==> src/rtl/mem_stage_ooo_resp.sv <==
// ============================================================================
// mem_stage_ooo_resp : MEM stage with variable-latency data response, response
// buffering under WB stall, load extraction and cancelled-response discard.
// Revision: 1.0
// ============================================================================
`default_nettype none

module mem_stage_ooo_resp #(
  parameter int PC_W         = 32,
  parameter int DEST_W       = 5,
  parameter int CANCEL_DEPTH = 3
) (
  input  logic              clk,
  input  logic              resetn,
  // EXE -> MEM
  input  logic              es_to_ms_valid,
  output logic              ms_allowin,
  input  logic [PC_W-1:0]   es_pc,
  input  logic              es_gr_we,
  input  logic [DEST_W-1:0] es_dest,
  input  logic [31:0]       es_alu_result,
  input  logic              es_mem_req,
  input  logic              es_res_from_mem,
  input  logic [2:0]        es_load_op,
  // data bus response
  input  logic              data_sram_data_ok,
  input  logic [31:0]       data_sram_rdata,
  // control
  input  logic              flush,
  output logic              ms_cancel_full,
  // MEM -> WB
  output logic              ms_to_ws_valid,
  input  logic              ws_allowin,
  output logic [PC_W-1:0]   ms_pc,
  output logic              ms_gr_we,
  output logic [DEST_W-1:0] ms_dest,
  output logic [31:0]       ms_final_result,
  // forwarding to ID
  output logic [DEST_W-1:0] ms_fwd_dest,
  output logic [31:0]       ms_fwd_data,
  output logic              ms_fwd_stall
);

  localparam int              CNT_W   = $clog2(CANCEL_DEPTH + 1);
  localparam logic [CNT_W-1:0] CNT_MAX = CNT_W'(CANCEL_DEPTH);
  localparam logic [CNT_W-1:0] CNT_ONE = CNT_W'(1);

  localparam logic [2:0] OP_LB  = 3'b001;
  localparam logic [2:0] OP_LH  = 3'b010;
  localparam logic [2:0] OP_LBU = 3'b011;
  localparam logic [2:0] OP_LHU = 3'b100;

  logic             ms_valid;
  logic [31:0]      alu_result;
  logic             mem_req;
  logic             res_from_mem;
  logic [2:0]       load_op;
  logic             resp_got;
  logic [31:0]      rdata_buf;
  logic [CNT_W-1:0] cancel_cnt;

  logic        cur_ok;
  logic        drop_resp;
  logic        ms_ready_go;
  logic        cancel_inc;
  logic        buf_resp;
  logic [31:0] raw_data;
  logic [7:0]  byte_sel;
  logic [15:0] half_sel;
  logic [31:0] load_data;

  // Responses return in order, so while cancels are owed the oldest one is never ours.
  assign cur_ok    = data_sram_data_ok && (cancel_cnt == '0);
  assign drop_resp = data_sram_data_ok && (cancel_cnt != '0);

  assign ms_ready_go    = !mem_req || resp_got || cur_ok;
  assign ms_allowin     = !ms_valid || (ms_ready_go && ws_allowin);
  assign ms_to_ws_valid = ms_valid && ms_ready_go && !flush;

  assign cancel_inc = flush && ms_valid && mem_req && !resp_got && !cur_ok;
  assign buf_resp   = cur_ok && ms_valid && mem_req && !resp_got && !ms_allowin;

  assign raw_data = resp_got ? rdata_buf : data_sram_rdata;

  always_comb begin
    byte_sel = raw_data[7:0];
    case (alu_result[1:0])
      2'd0:    byte_sel = raw_data[7:0];
      2'd1:    byte_sel = raw_data[15:8];
      2'd2:    byte_sel = raw_data[23:16];
      default: byte_sel = raw_data[31:24];
    endcase
  end

  assign half_sel = alu_result[1] ? raw_data[31:16] : raw_data[15:0];

  always_comb begin
    load_data = raw_data;
    case (load_op)
      OP_LB:   load_data = {{24{byte_sel[7]}}, byte_sel};
      OP_LBU:  load_data = {24'd0, byte_sel};
      OP_LH:   load_data = {{16{half_sel[15]}}, half_sel};
      OP_LHU:  load_data = {16'd0, half_sel};
      default: load_data = raw_data;
    endcase
  end

  assign ms_final_result = res_from_mem ? load_data : alu_result;
  assign ms_fwd_data     = ms_final_result;
  assign ms_fwd_dest     = (ms_valid && ms_gr_we) ? ms_dest : '0;
  assign ms_fwd_stall    = ms_valid && ms_gr_we && res_from_mem && !ms_ready_go;
  assign ms_cancel_full  = (cancel_cnt == CNT_MAX);

  always_ff @(posedge clk or negedge resetn) begin
    if (!resetn) begin
      ms_valid  <= 1'b0;
      resp_got  <= 1'b0;
      rdata_buf <= '0;
    end else if (flush) begin
      ms_valid <= 1'b0;
      resp_got <= 1'b0;
    end else if (ms_allowin) begin
      ms_valid <= es_to_ms_valid;
      resp_got <= 1'b0;
    end else if (buf_resp) begin
      resp_got  <= 1'b1;
      rdata_buf <= data_sram_rdata;
    end
  end

  always_ff @(posedge clk or negedge resetn) begin
    if (!resetn) begin
      ms_pc        <= '0;
      ms_gr_we     <= 1'b0;
      ms_dest      <= '0;
      alu_result   <= '0;
      mem_req      <= 1'b0;
      res_from_mem <= 1'b0;
      load_op      <= '0;
    end else if (ms_allowin && es_to_ms_valid) begin
      ms_pc        <= es_pc;
      ms_gr_we     <= es_gr_we;
      ms_dest      <= es_dest;
      alu_result   <= es_alu_result;
      mem_req      <= es_mem_req;
      res_from_mem <= es_res_from_mem;
      load_op      <= es_load_op;
    end
  end

  // A new cancel and a dropped response in the same cycle cancel each other out.
  always_ff @(posedge clk or negedge resetn) begin
    if (!resetn) begin
      cancel_cnt <= '0;
    end else begin
      case ({cancel_inc, drop_resp})
        2'b10: if (cancel_cnt != CNT_MAX) cancel_cnt <= cancel_cnt + CNT_ONE;
        2'b01: cancel_cnt <= cancel_cnt - CNT_ONE;
        default: cancel_cnt <= cancel_cnt;
      endcase
    end
  end

endmodule

`default_nettype wire

==> config.mk <==
export PLATFORM = sky130hd
export DESIGN_NAME = mem_stage_ooo_resp
export DESIGN_NICKNAME = d
export VERILOG_FILES = /design/src/rtl/mem_stage_ooo_resp.sv
export SDC_FILE = /design/constraint.sdc
export NUM_CORES = 1
export LEC_CHECK = 0
export BUFFER_PORTS_ARGS = -buffer_cell sky130_fd_sc_hd__buf_2
export CAP_MARGIN = 20
export CORE_MARGIN = 2
export CORE_UTILIZATION = 25
export CTS_BUF_LIST = sky130_fd_sc_hd__clkbuf_4 sky130_fd_sc_hd__clkbuf_8
export CTS_CLUSTER_SIZE = 10
export DETAILED_ROUTE_END_ITERATION = 10
export PLACE_DENSITY = 0.55
export SYNTH_ARGS = -nofsm -noshare
export SYNTH_HDL_FRONTEND = slang
export SYNTH_SLANG_ARGS = --single-unit
export TNS_END_PERCENT = 10
==> constraint.sdc <==
create_clock -name clk -period 2.3 [get_ports clk]
set_clock_uncertainty 0.05 [all_clocks]
set_input_delay 0.46 -clock clk [delete_from_list [all_inputs] [get_ports clk]]
set_output_delay 0.46 -clock clk [all_outputs]
set_load 0.03 [all_outputs]
==> results.txt <==
- Total leakage power: 3.91 nW
* Status: finished with violations
- A synthesized cell averages 11.4 um2.
- Across the run, the number of max-cap violations was 0.
- In the final design database the tool counted 883 nets.
* RePlAce Congestion: 0.772
- Hold path startpoint: flush
- Leading cell type in the layout, fill and taps excluded: buf_2
- Summed over all layers, the global routing overflow is 0.
- Metal2 WL: 9450 um
* Tightest Pin Transition: 437 ps
- The max-slew violation total from the final report is 0.
- At the worst endpoint, the arrival time is 2410 ps.
- Startpoint of the worst-slack reg-to-reg timing path: resp_got
* Number of placed I/O pins: 224
- Vias per Instance: 4.59
- Top post-synthesis cells by area: dfrtp_1 (44%), mux2_2 (19%), mux2i_1 (5.4%)
- Measured along the x axis, the die boundary spans 163 um.
- Root cell of the clock tree: clkbuf_8
- Die ar.: 26600 um2
- Area share of the largest cell type after synthesis: 44.0%
- At the later pin of the worst-skew pair, clock insertion delay measures 400 ps.
* Post CTS Setup Buffer Count: 0
* Initial DRC count: 179
- Of the cells placed in the final design, the portion with a size suffix greater than 1 is 57.5%.
- The number of different library cells used by synthesis comes to 48.
- The clock net in this run drives a total of 111 sinks.
- STA classifies the critical path startpoint as a flip-flop.
* Sequential fraction of the synthesis area: 44.0%
- Setup violations remaining at the end of the flow were counted as 65.
* Highest routed metal layer: met5
- The most critical setup path has its startpoint at resp_got.
* Violations in the final reports: negative setup slack
- TritonCTS built the clock tree.
- Row generation in the floorplan step produced 58 rows.
- Final Critical Period: 2920 ps
- In the detailed route, the total length drawn on met3 is 1000 um.
- The floorplan step defined a core boundary enclosing 25000 um2.
- Height of the die: 163 um
- Buffers placed on the I/O ports in this run total 223.
* CTS buffer count: 9
- Warnings from Yosys: 0
* Total number of H-tree levels: 3
- Total Routed Length: 20000 um
- IR analysis of the VDD net gives a maximum drop of 0.401 mV.
* Worst Setup End Kind: output port
- Post-synthesis to final-layout area growth: 40.9%
- Register clock-pin slew on the reported worst setup and hold paths: 130 ps
- Number of flops mapped to enable cells by yosys: 0
- Synth async-reset ratio: 100%
- In this run the cell area of the synthesized design comes to 6320 um2.
- Tightest Hold Check Type: in -> reg
- The first global-routing pass estimated 30600 um of wire.
- Largest net degree at the start of global routing: 50
* Placed cell count: 1088
- For this run, the number of standard cells in the final layout without fillers is 1106.
- Crit path kind: reg -> out
- Most used DFF post-synth: dfrtp_1
- Final count of hold timing violations: 0
- Detailed-route wire length per cell: 18.1 um
- The via count of the first global-routing pass came to 5305.
* Largest fanout of any net on the critical path: 24
* Final setup TNS: -34470 ps
* Via count of the routed design: 5074
* Total half-perimeter wirelength after legalization and detailed placement: 14900 um
* Normalized max-slew margin: 70.6%
- Setup repair after global routing could not meet its margin everywhere.
- In the routed design, unresolved DRC markers number 0.
- The number of antenna violations at the first check in global routing was 3.
- Number of detailed-routing iterations run before antenna repair: 4
- Number of buffers on the longest clock path: 2
- For this block, wires on met1 add up to 9250 um.
- Summed over all instances, the cell type with the most area after synthesis is dfrtp_1.
- Count of nets left with antenna violations after detail routing: 0
- Once routing completed, OpenROAD measured the worst setup slack at -620 ps.
- Based on the critical path, the design can be clocked at up to 342 MHz.
- Net count after synthesis: 666
- Final period util: 127%
- Overall routing resource usage: 15.1%
* Number of register bits inferred by synthesis: 111
* Number of inserted filler cells in the final layout: 2531
- Starting density of the core: 25.3%
* Required time worst endpoint: 1790 ps
- In this run the power density over the cells is 821 nW/um2.
- Post-synthesis cell count: 553
- Commonest cells after routing, fill and taps aside: buf_2 (169), dfrtp_1 (109), mux2_2 (107), buf_4 (50), buf_6 (47)
metal layers:
metal	track usage [%]	vias to the layer above
met4	4.42	4
met3	3.18	24
met1	20.2	2495
li1	-	2415
met5	0	-
met2	24.5	136
Yosys cell counts, types with 3 or more instances:
library cell / count
a31oi_1: 20
o21ai_0: 4
o21a_1: 4
buf_2: 13
o22ai_1: 5
nand3_1: 11
buf_6: 3
clkbuf_1: 16
mux2_1: 23
nor2b_1: 5
mux2_2: 107
xnor2_1: 3
and3_1: 7
a22oi_1: 6
nor3_1: 5
dfrtp_1: 111
nor2_1: 31
a41oi_2: 9
mux2i_1: 34
a21oi_1: 4
buf_4: 39
a32oi_1: 5
nand2b_1: 13
nand2_1: 40
a41oi_1: 5
stage by stage:
stage | hold WS, ps | power [mW] | area, um2 | utilization [%] | setup slack (ps)
6_report | 204 | 7.30 | 8900 | 35.6 | -620
2_1_floorplan | 114 | 4.85 | 6660 | - | -330
5_1_grt | 187 | 7.70 | 8900 | 35.6 | -725
3_3_place_gp | 248 | 5.71 | 8310 | 33.3 | -254
4_1_cts | 172 | 7.29 | 8760 | 35.1 | -659
3_5_place_dp | 252 | 5.73 | 8310 | 33.3 | -254
layout make-up:
class	instances	area (um2)	area share [%]
antenna	1	2.50	0.0281
clock inverter	7	73.8	0.830
multi-input combinational	367	3480	39.1
clock buffer	9	124	1.39
inverter	1	3.75	0.0422
sequential	111	2780	31.3
timing repair buffer	280	2020	22.7
tap	330	413	4.64
cells by family (layout without fill, tap and decap cells):
family | Yosys count | count (layout) | synth area share [%]
DFF | 111 | 111 | 44.0
and+or+nand+nor | 121 | 121 | 9.05
xor gates and xnor gates | 4 | 4 | 0.555
AOI/OAI and AO/OA | 77 | 77 | 10.1
other | 0 | 1 | 0
muxes | 165 | 165 | 28.9
buffers and inverters | 75 | 297 | 7.41
what timing repair did:
item / 4_1_cts / 5_1_grt
resized for setup: 84 / 27
pin swaps: 1 / 8
hold buffers: 1 / 0
setup endpoints to repair: 66 / 66
hold endpoints to repair: 6 / 0
worst paths after layout:
kind | depth (start not counted) | to | slack [ps]
setup / recovery | 6 | ms_final_result[21] | -620
hold / removal | 2 | resp_got | 200
max in group asynchronous | 3 | ms_pc[0] | 1170
min in group asynchronous | 2 | alu_result[3] | 370
hold reg to reg | 1 | ms_pc[24] | 440
setup reg to reg | 6 | alu_result[21] | 360
power by group:
group / leakage [nW] / total [mW] / internal, mW / switching, mW
combinational: 2.47 / 3.52 / 1.52 / 2.00
clock: 0.101 / 1.25 / 0.432 / 0.814
sequential: 1.34 / 2.54 / 2.30 / 0.240
total: 3.91 / 7.30 / 4.25 / 3.05
worst max-delay path: stages (launching register included):
cell	delay, ps
dfrtp_2	470
mux2i_1	150
or3_1	340
a311o_2	400
buf_12	200
a41oi_4	250
buf_6	170
sequential cells by signal (all words and copies together) (netlist names):
signal	flops
alu_result	32
cancel_cnt	2
load_op	3
mem_req	1
ms_dest	5
ms_gr_we	1
ms_pc	32
ms_valid	1
rdata_buf	32
res_from_mem	1
resp_got	1
No activity file was read; power rests on OpenSTA's default activity.
